--- src/rtl/shift_pkg.sv ---
// Shared definitions for the sequential right shifter: default operand width,
// shift-amount width and the controller state encoding.
package shift_pkg;

  localparam int DEFAULT_WIDTH = 32;
  localparam int SHAMT_W       = $clog2(DEFAULT_WIDTH);

  typedef enum logic [1:0] {
    IDLE  = 2'd0,
    SHIFT = 2'd1,
    DONE  = 2'd2
  } state_e;

  // The controller counts as occupied from the first shift step through the
  // completion cycle.
  function automatic logic isBusyState(input state_e s);
    return (s == SHIFT) || (s == DONE);
  endfunction

endpackage

--- src/rtl/right_shift_stage.sv ---
// One combinational barrel-shifter stage: shifts data right by 2^step.
// Vacated upper bits take the fill bit. With RIGHT_SHIFT_ROTATE_EN defined,
// an extra rotate input makes bits leaving bit 0 re-enter at the top instead.
module right_shift_stage #(
  parameter int WIDTH      = shift_pkg::DEFAULT_WIDTH,
  parameter int SHAMT_BITS = $clog2(WIDTH)
) (
  input  logic [WIDTH-1:0]      data_i,
  input  logic [SHAMT_BITS-1:0] step_i,
  input  logic                  fill_i,
`ifdef RIGHT_SHIFT_ROTATE_EN
  input  logic                  rotate_i,
`endif
  output logic [WIDTH-1:0]      data_o
);

  logic [SHAMT_BITS-1:0] stepAmount;
  logic [WIDTH-1:0]      upperWord;

  // Step values stay below SHAMT_BITS, so 2^step is at most WIDTH/2 and fits.
  assign stepAmount = {{(SHAMT_BITS-1){1'b0}}, 1'b1} << step_i;

  // The word placed above the data supplies the bits that slide in from the
  // top: replicated fill for shifts, the data itself for a rotate.
`ifdef RIGHT_SHIFT_ROTATE_EN
  assign upperWord = rotate_i ? data_i : {WIDTH{fill_i}};
`else
  assign upperWord = {WIDTH{fill_i}};
`endif

  assign data_o = WIDTH'({upperWord, data_i} >> stepAmount);

endmodule

--- src/rtl/right_shift_seq.sv ---
// Sequential right shifter. An accepted start captures the operand and mode,
// then one stage per cycle applies bit 'step' of the shift amount, from the
// most significant bit down to bit 0, giving a fixed latency whatever the
// shift amount. Optional rotate mode: define RIGHT_SHIFT_ROTATE_EN.
module right_shift_seq
  import shift_pkg::*;
#(
  parameter int WIDTH      = DEFAULT_WIDTH,
  parameter int SHAMT_BITS = $clog2(WIDTH)
) (
  input  logic                  clock,
  input  logic                  reset_n,
  input  logic                  start,
  input  logic [WIDTH-1:0]      A,
  input  logic [SHAMT_BITS-1:0] shamt,
  input  logic                  arith,
`ifdef RIGHT_SHIFT_ROTATE_EN
  input  logic                  rotate,
`endif
  output logic [WIDTH-1:0]      shift,
  output logic                  busy,
  output logic                  done
);

  state_e                state_q, state_d;
  logic [WIDTH-1:0]      shift_q, shift_d;
  logic [SHAMT_BITS-1:0] shamt_q, shamt_d;
  logic [SHAMT_BITS-1:0] step_q,  step_d;
  logic                  arith_q, arith_d;
`ifdef RIGHT_SHIFT_ROTATE_EN
  logic                  rotate_q, rotate_d;
`endif

  logic [WIDTH-1:0]      stageData;
  logic                  stageFill;

  // Arithmetic mode replicates the current sign bit; logical mode fills zeros.
  assign stageFill = arith_q & shift_q[WIDTH-1];

  right_shift_stage #(
    .WIDTH      (WIDTH),
    .SHAMT_BITS (SHAMT_BITS)
  ) u_stage (
    .data_i   (shift_q),
    .step_i   (step_q),
    .fill_i   (stageFill),
`ifdef RIGHT_SHIFT_ROTATE_EN
    .rotate_i (rotate_q),
`endif
    .data_o   (stageData)
  );

  // Next-state logic: capture on start in IDLE, one shift step per SHIFT
  // cycle, and a single completion cycle before returning to IDLE.
  always_comb begin
    state_d  = state_q;
    shift_d  = shift_q;
    shamt_d  = shamt_q;
    step_d   = step_q;
    arith_d  = arith_q;
`ifdef RIGHT_SHIFT_ROTATE_EN
    rotate_d = rotate_q;
`endif
    unique case (state_q)
      IDLE: begin
        if (start) begin
          shift_d  = A;
          shamt_d  = shamt;
          arith_d  = arith;
`ifdef RIGHT_SHIFT_ROTATE_EN
          rotate_d = rotate;
`endif
          step_d   = SHAMT_BITS'(SHAMT_BITS - 1);
          state_d  = SHIFT;
        end
      end
      SHIFT: begin
        if (shamt_q[step_q]) begin
          shift_d = stageData;
        end
        if (step_q == '0) begin
          state_d = DONE;
        end else begin
          step_d = step_q - 1'b1;
        end
      end
      DONE: begin
        state_d = IDLE;
      end
      default: begin
        state_d = IDLE;
      end
    endcase
  end

  // State registers; reset aborts any operation and clears captured context.
  always_ff @(posedge clock or negedge reset_n) begin
    if (!reset_n) begin
      state_q  <= IDLE;
      shift_q  <= '0;
      shamt_q  <= '0;
      step_q   <= '0;
      arith_q  <= 1'b0;
`ifdef RIGHT_SHIFT_ROTATE_EN
      rotate_q <= 1'b0;
`endif
    end else begin
      state_q  <= state_d;
      shift_q  <= shift_d;
      shamt_q  <= shamt_d;
      step_q   <= step_d;
      arith_q  <= arith_d;
`ifdef RIGHT_SHIFT_ROTATE_EN
      rotate_q <= rotate_d;
`endif
    end
  end

  assign shift = shift_q;
  assign busy  = isBusyState(state_q);
  assign done  = (state_q == DONE);

endmodule

--- config.mk ---
export PLATFORM = sky130hd
export DESIGN_NAME = right_shift_seq
export DESIGN_NICKNAME = d
export VERILOG_FILES = /design/src/rtl/shift_pkg.sv /design/src/rtl/right_shift_stage.sv /design/src/rtl/right_shift_seq.sv
export SDC_FILE = /design/constraint.sdc
export NUM_CORES = 1
export LEC_CHECK = 0
export CORE_ASPECT_RATIO = 0.75
export CORE_MARGIN = 8
export CORE_UTILIZATION = 50
export CTS_BUF_LIST = sky130_fd_sc_hd__clkbuf_8
export DETAILED_ROUTE_END_ITERATION = 6
export PLACE_DENSITY = 0.8
export SYNTH_ARGS = -nofsm -noshare
export SYNTH_HDL_FRONTEND = slang
export SYNTH_HIERARCHICAL = 1
export SYNTH_SLANG_ARGS = --single-unit
--- constraint.sdc ---
create_clock -name clock -period 6.1 [get_ports clock]
set_input_delay 1.22 -clock clock [delete_from_list [all_inputs] [get_ports clock]]
set_output_delay 1.22 -clock clock [all_outputs]
set_load 0.02 [all_outputs]
==> flow_summary.ini, run 1 <==
[synth]
yosysWarnings = 6
synth_ff_type = dfrtp_1
synth_cell_type_count = 64
async_flop_share = 1.000
yosysMostFrequentCell = mux2_2
synthTopCellsByCount = mux2_2 (50), dfrtp_1 (45), mux2_4 (30)
synth_top_area_frac = 0.2812
seq_area_frac_synth = 0.2812
postSynthCellCount = 394
synth.top_cells.by_area = dfrtp_1 (28%), mux2_2 (14%), mux2_4 (11%), mux2i_1 (4.0%), o21ai_0 (3.3%)
syn_nets = 439
ys_ff_latch = 45
avgSynthCellArea_um2 = 10.16
synth_area_leader_cell = dfrtp_1
synth_edf_count = 0
synth_area_um2 = 4004

[timing]
relSlewSlack = 0.3720
tns_ns = 0
final-setup-viol-count = 0
setup_slack_ns = 2.622
finalClockSkew_ns = 0.005462
fmaxAchievable_mhz = 287.5
slew_violations = 0
fin_crit_ns = 3.478
finalHoldViolations = 0
rsz0062_at_grt = no
finalCritPeriodShare = 0.5701
max_slew.worst_pin.slew_ns = 0.9400

[clock_network]
clk_path_buf_depth = 2
clkTransAtPathRegs_ns = 0.08
clock_sinks = 45
cts_tree = yes
h-tree-depth = 2
cts_inserted_buffers = 5
post_cts_buffers = 0
cts-root-buf = clkbuf_8
cts_resized = 0
cts.hold.buffers_added = 0
clock_latency_ns = 0.29

[route]
postRouteAntennaNets = 0
wire_per_inst_um = 21.13
drc = 0
drt_first_pass_iters = 5
viasPerCell = 6.563
wl_um = 11850
num_vias = 3682
drt_iter0_drc = 450

[placement]
hpwl_um = 8219
dp_slack_ns = 2.296
gp_congestion = 0.9354
dp.cells = 553
numPortBuffers = 74

[hold_path]
hold_path.class = reg -> reg
hold_path.startpoint = arith_q$_DFFE_PN0P_

[setup_path]
crit_type = in -> reg
path_cells = clkdlybuf4s50_1 > nand2b_1 > o21ai_0 > a21oi_4 > buf_4 > mux2_2
cp_max_fo = 17
cp_slowest_cell = a21oi_4
cp_top_family = compound AO/OA/AOI/OAI gates
start_kind = primary input
required_ns = 6.29
r2r_start = step_q[1]$_DFFE_PN0P_
cp_slowest_stage_delay_ns = 0.69
cp-startpoint = start
cp_num_buf_inv = 2
cp.arrival_ns = 3.66
critPathCaptureType = flop
ff2ff_setup_slack_ns = 2.69

[grt]
grt_usage = 0.2104
grt_max_degree = 62
grt.overflow.total = 0
grt_pass1_wl_um = 19410
antenna_found_initial = 0
first_global_vias = 3659

[layout]
area_growth_pct = 20.34
fillCellCount = 693
finalNonFillerCells = 561
layout.nets = 500
drive_above_1_share = 0.2566
insertedDiodeCount = 0

[die]
chipHeight_um = 93.50
num_rows = 28
io_pins = 75
coreArea_um2 = 7848
initial_core_util = 0.5102
dieArea_um2 = 11160
die_w_um = 119.3

[power]
power_uw = 3187
leakage_uw = 0.001924
ir_worst_vdd_mv = 0.3032
power_density_nw_per_um2 = 661.4

[flow_run]
drv_cap = 0

[status]
outcome = completed
## flip-flops by register name, indices dropped and copies added, names as in the netlist
register	cells
state_q	2
shift	32
step_q	5
arith_q	1
shamt_q	5
## cell type report
class	instances	area, um^2	area share
Inverter	11	41.29	0.008569
Clock inverter	2	7.507	0.001558
Clock buffer	6	82.58	0.01714
Multi-Input combinational cell	309	2625	0.5448
Timing Repair Buffer	83	803.3	0.1667
Sequential cell	45	1127	0.2340
Tap cell	105	131.4	0.02727
## metal layers
metal	vias to the layer above	track usage	wire (um)
met3	20	0.04636	1146
met5	-	0	0
li1	1629	-	-
met1	1787	0.2931	5215
met2	246	0.3276	5342
met4	0	0.04560	150
## final timing paths
path                                         end  cells past startpoint
min in group asynchronous  shift[24]$_DFFE_PN0P_                      2
setup / recovery           shift[30]$_DFFE_PN0P_                      6
hold reg to reg              arith_q$_DFFE_PN0P_                      1
max in group asynchronous  step_q[0]$_DFFE_PN0P_                      2
hold / removal               arith_q$_DFFE_PN0P_                      1
setup reg to reg           shift[10]$_DFFE_PN0P_                      7
## stage by stage
stage                     hold slack, ns  area (um^2)  utilization
after floorplan                   0.4713         4004            -
after global placement            0.4899         4728       0.6025
after detailed placement          0.4974         4728       0.6025
after CTS                         0.5165         4818       0.6140
after global routing              0.5444         4818       0.6140
final                             0.5104         4818       0.6140
## placed cells by master (no fill, tap or decap), types with 9 or more instances in the layout
cell / instances
inv_1: 13
dfrtp_1: 44
mux2_2: 50
mux2i_1: 16
a211oi_1: 12
nor2_1: 13
buf_4: 9
mux2_4: 30
a21oi_1: 23
nand2_1: 24
o21ai_0: 26
clkdlybuf4s50_1: 73
## power by group
group,switching (uW),total (uW),internal (uW)
Combinational,1100,2260,1160
Clock,102,191,89.3
Sequential,286,737,451
## worst register-to-register path, stage by stage, from the launching register on
cell,delay (ns)
dfrtp_1,0.33
buf_4,0.35
nor2b_1,0.81
nand2_1,0.44
a211oi_1,0.64
o22ai_1,0.17
mux2_2,0.29
mux2_4,0.26
## cells by family (layout without fill, tap and decap cells)
| logic type | after synthesis | in the layout | share of synthesized area |
|---|---|---|---|
| AOI/OAI and AO/OA | 117 | 117 | 0.1984 |
| adders and majority gates | 4 | 4 | 0.01250 |
| buffers and inverters | 40 | 102 | 0.06313 |
| DFF | 45 | 45 | 0.2812 |
| muxes | 101 | 101 | 0.3212 |
| and+or+nand+nor | 87 | 87 | 0.1234 |
No activity file was read; power rests on OpenSTA's default activity.
==> run 2, diff against run 1 <==
Clock period 6.1 ns to 3.6 ns, I/O delays scaled along.
==> run 2 against run 1 <==
  * Global-route usage rose by 1.3 points
  * Register-to-register slack got worse by 2.1 ns
  * Utilization rose by 1.4 points
  * First-iteration DRC count fell by 17%
  * Cell count rose by 1.6%
  * Sequential share of layout area fell by 0.52 points
  * Wire length rose by 6.5%
  * Power rose by 76%
  * Worst setup slack got worse by 2.0 ns
  * Worst hold slack got worse by 0.15 ns
  * Critical path type is now reg -> reg
==> flow_summary.ini, run 2 (same netlist as run 1, synthesis figures left out) <==
[status]
outcome = completed

[timing]
final-setup-viol-count = 0
fmaxAchievable_mhz = 334.7
finalCritPeriodShare = 0.8299
fin_crit_ns = 2.988
tns_ns = 0
finalClockSkew_ns = 0.006465
finalHoldViolations = 0
rsz0062_at_grt = no
max_slew.worst_pin.slew_ns = 0.6684
relSlewSlack = 0.5529
slew_violations = 0

[route]
viasPerCell = 6.521
wire_per_inst_um = 22.14
wl_um = 12620
drt_first_pass_iters = 6
drt_iter0_drc = 372
postRouteAntennaNets = 0
num_vias = 3717
drc = 0

[flow_run]
drv_cap = 0

[layout]
mostFrequentLayoutCells = clkdlybuf4s50_1 (73), mux2_2 (50), dfrtp_1 (44)
layout.nets = 509
fillCellCount = 673
area_growth_pct = 23.09
drive_above_1_share = 0.2753
final_common_cell = clkdlybuf4s50_1
fin_area_um2 = 4928
largest_reg_flops = 32
fin_util = 0.6280
insertedDiodeCount = 0

[setup_path]
cp.arrival_ns = 3.18
cp_slowest_cell = nor3_4
cp_num_buf_inv = 1
cp_slowest_stage_delay_ns = 0.58
cp_max_fo = 17
cp_top_family = simple AND/OR/NAND/NOR gates
critPathCaptureType = flop
required_ns = 3.80
crit_type = reg -> reg
start_kind = flop
path_cells = buf_4 > nor3_4 > nand2_1 > a211oi_1 > o22ai_1 > mux2_2 > mux2_4

[placement]
numPortBuffers = 74
dpl_cell_area_um2 = 4808
gp_congestion = 0.9781
hpwl_um = 9240

[clock_network]
cts_resized = 0
clock_sinks = 45
post_cts_buffers = 0
cts_tree = yes
clk_path_buf_depth = 2
cts-root-buf = clkbuf_8
clock_latency_ns = 0.30
h-tree-depth = 2
cts.hold.buffers_added = 0
clkTransAtPathRegs_ns = 0.09
cts_inserted_buffers = 5

[grt]
grt_usage = 0.2231
grt_pass1_wl_um = 20210
grtUsageMet2 = 0.3528
grt_max_degree = 27
top_usage_layer = met2
groute.layer.met3.usage = 0.05900
grt_use_met1 = 0.2971
grt.overflow.total = 0
first_global_vias = 3695
antenna_found_initial = 0

[die]
coreArea_um2 = 7848
die_w_um = 119.3
num_rows = 28
io_pins = 75
initial_core_util = 0.5102
chipHeight_um = 93.50
dieArea_um2 = 11160

[hold_path]
hold_path.class = in -> async

[power]
ir_worst_vdd_mv = 0.5319
power_density_nw_per_um2 = 1139
leakage_uw = 0.001975
[run 2: cell types whose count changed in the layout (fill, tap and decap cells not counted), sizes merged]
cell / change
bufinv: +1
inv: -2
clkinvlp: +1
buf: +9
[run 2: worst register-to-register path, stage by stage, from the launching register on]
cell and delay [ns]:
dfrtp_1 0.45, buf_4 0.23, nor3_4 0.58, nand2_1 0.44, a211oi_1 0.50, o22ai_1 0.14, mux2_2 0.29, mux2_4 0.25
[run 2: path summary, 6_finish.rpt]
path                                             from                     to  slack (ns)  depth (start not counted)
worst min-delay path                          reset_n  step_q[4]$_DFFE_PN0P_        0.36                          1
worst max-delay path            step_q[2]$_DFFE_PN0P_  shift[10]$_DFFE_PN0P_        0.61                          7
worst max register to register  step_q[2]$_DFFE_PN0P_  shift[10]$_DFFE_PN0P_        0.61                          7
max in group asynchronous                     reset_n  shift[13]$_DFFE_PN0P_        2.52                          2
worst min register to register    arith_q$_DFFE_PN0P_    arith_q$_DFFE_PN0P_        0.52                          1
min in group clock                arith_q$_DFFE_PN0P_    arith_q$_DFFE_PN0P_        0.52                          1
[run 2: power by group]
part / switching, uW / internal (uW) / total (uW)
registers: 504 / 764 / 1270
logic: 1890 / 2040 / 3930
clock network: 191 / 226 / 417
total: 2580 / 3030 / 5610
[run 2: cell type report]
| class | instances | area (um^2) | area share |
|---|---|---|---|
| repair buffers | 92 | 883.3 | 0.1792 |
| well taps | 105 | 131.4 | 0.02666 |
| inverters | 11 | 41.29 | 0.008378 |
| multi-input cells | 309 | 2625 | 0.5326 |
| flip-flops and latches | 45 | 1127 | 0.2287 |
| clock inverters | 2 | 37.54 | 0.007616 |
| clock buffers | 6 | 82.58 | 0.01676 |
[run 2: per-stage QoR]
stage          cells  worst slack [ns]  hold WS [ns]  total power, uW
6_report         570            0.6124        0.3632             5613
5_1_grt          570            0.5136        0.3876             5937
4_1_cts          570            0.7023        0.3812             5566
3_5_place_dp     562            0.7343        0.4980             5118
3_3_place_gp     562            0.6942        0.4912             5050
2_1_floorplan    394             1.313        0.4244             3979
[run 2: layer usage]
metal,wire [um],vias to the layer above
li1,-,1643
met1,5473,1836
met2,5711,221
met3,1276,17
met4,161,0
met5,0,-
==> run 3, diff against run 2 <==
Clock period 3.6 ns to 2.77 ns, I/O delays scaled along.
==> run 3 against run 2 <==
  * Fmax increased by 15%
  * Wire length increased by 0.51%
  * Non-clock buffer count increased by 9
  * Combinational power increased by 32%
  * Flip-flop and latch count unchanged
  * Via count increased by 0.86%
  * Clock-buffer cell count decreased by 1
  * Worst hold slack got worse by 0.11 ns
  * Critical endpoint is now shift[29]$_DFFE_PN0P_
==> flow_summary.ini, run 3 (same netlist as run 1, synthesis figures left out) <==
[status]
outcome = completed

[die]
initial_core_util = 0.5102
chipHeight_um = 93.50
die_w_um = 119.3
num_rows = 28
dieArea_um2 = 11160
io_pins = 75
coreArea_um2 = 7848

[layout]
fillCellCount = 676
final_common_cell = clkdlybuf4s50_1
layout.nets = 518
fin_area_um2 = 4967
mostFrequentLayoutCells = clkdlybuf4s50_1 (73), mux2_2 (50), dfrtp_1 (44)
area_growth_pct = 24.06
largest_reg_flops = 32
drive_above_1_share = 0.2890
insertedDiodeCount = 0

[timing]
finalClockSkew_ns = 0.01022
final-setup-viol-count = 0
rsz0062_at_grt = no
finalCritPeriodShare = 0.9378
tns_ns = 0
fmaxAchievable_mhz = 385.0
relSlewSlack = 0.5175
max_slew.worst_pin.slew_ns = 0.7162
fin_crit_ns = 2.598
finalHoldViolations = 0
slew_violations = 0

[clock_network]
cts_resized = 0
post_cts_buffers = 0
cts_tree = yes
clkTransAtPathRegs_ns = 0.10
clock_latency_ns = 0.31
cts.hold.buffers_added = 0
clk_path_buf_depth = 2
clock_sinks = 45
cts-root-buf = clkbuf_8
h-tree-depth = 2
cts_inserted_buffers = 5

[setup_path]
cp_slowest_stage_delay_ns = 0.53
cp_common_cell = nor2_1
path_cells = nor2_1 > nand3_1 > buf_4 > nor2_1 > a211oi_1 > mux2_2 > mux2_4
cp_max_fo = 11
start_kind = flop
cp_top_family = simple AND/OR/NAND/NOR gates
cp_num_buf_inv = 1
cp.arrival_ns = 2.79
crit_type = reg -> reg
cp_slowest_cell = dfrtp_1
critPathCaptureType = flop
required_ns = 2.97

[flow_run]
drv_cap = 0

[power]
power_uw = 7260
ir_worst_vdd_mv = 0.6749
leakage_uw = 0.001998
power_density_nw_per_um2 = 1462

[route]
viasPerCell = 6.475
wl_um = 12690
num_vias = 3749
drt_first_pass_iters = 7
drt_iter0_drc = 418
drc = 0
wire_per_inst_um = 21.91
postRouteAntennaNets = 0

[hold_path]
hold_path.class = in -> async

[placement]
gp_congestion = 0.9373
dpl_cell_area_um2 = 4876
numPortBuffers = 74
hpwl_um = 9202

[grt]
grt_usage = 0.2257
grt_pass1_wl_um = 20420
first_global_vias = 3654
antenna_found_initial = 0
grt_max_degree = 33
grt.overflow.total = 0
## run 3: changes by cell type in the layout (fill, tap and decap cells not counted), sizes merged
cell / delta
clkbuf: -1
buf: +9
bufinv: -1
clkinvlp: +2
## run 3: area by class of cell
class / instances / area, um^2 / area share
clock buffers: 5 / 68.82 / 0.01385
clock inverters: 3 / 22.52 / 0.004534
inverters: 11 / 41.29 / 0.008312
multi-input cells: 309 / 2625 / 0.5285
flip-flops and latches: 45 / 1127 / 0.2270
well taps: 105 / 131.4 / 0.02645
repair buffers: 101 / 950.9 / 0.1914
## run 3: where the power goes
group	leakage [uW]	switching (uW)	internal, uW
clock network	0.0000364	254	178
registers	0.000538	633	993
logic	0.00142	2480	2730
total	0.00200	3360	3900
## run 3: worst paths after layout
| path | cells past startpoint | slack (ns) | endpoint | from |
|---|---|---|---|---|
| setup reg to reg | 7 | 0.17 | shift[29]$_DFFE_PN0P_ | step_q[3]$_DFFE_PN0P_ |
| setup / recovery | 7 | 0.17 | shift[29]$_DFFE_PN0P_ | step_q[3]$_DFFE_PN0P_ |
| hold reg to reg | 1 | 0.52 | shamt_q[3]$_DFFE_PN0P_ | shamt_q[3]$_DFFE_PN0P_ |
| min in group clock | 1 | 0.52 | shamt_q[3]$_DFFE_PN0P_ | shamt_q[3]$_DFFE_PN0P_ |
| max in group asynchronous | 2 | 1.90 | shift[9]$_DFFE_PN0P_ | reset_n |
| hold / removal | 1 | 0.26 | shift[30]$_DFFE_PN0P_ | reset_n |
## run 3: per-layer routing
| layer | GRT usage | wire length [um] | share of wire |
|---|---|---|---|
| met3 | 0.04816 | 1145 | 0.090 |
| met1 | 0.3106 | 5686 | 0.45 |
| met4 | 0.05803 | 232 | 0.018 |
| met5 | 0 | 0 | 0 |
| met2 | 0.3532 | 5622 | 0.44 |
## run 3: stage by stage
stage / utilization / instances / hold slack (ns) / setup slack (ns)
floorplan: - / 394 / 0.2584 / 0.4827
global placement: 0.6213 / 571 / 0.4863 / 0.2030
detailed placement: 0.6213 / 571 / 0.4917 / 0.2124
CTS: 0.6330 / 579 / 0.2736 / 0.2269
global route: 0.6330 / 579 / 0.3058 / 0.06790
finish: 0.6330 / 579 / 0.2563 / 0.1724
## run 3: worst reg2reg max path: cells and delay by family, from the launching register on
kind / cells / cell delay (ns)
compound gates: 1 / 0.13
buf+inv: 1 / 0.25
flops: 1 / 0.53
mux: 2 / 0.53
simple gates: 3 / 1.05
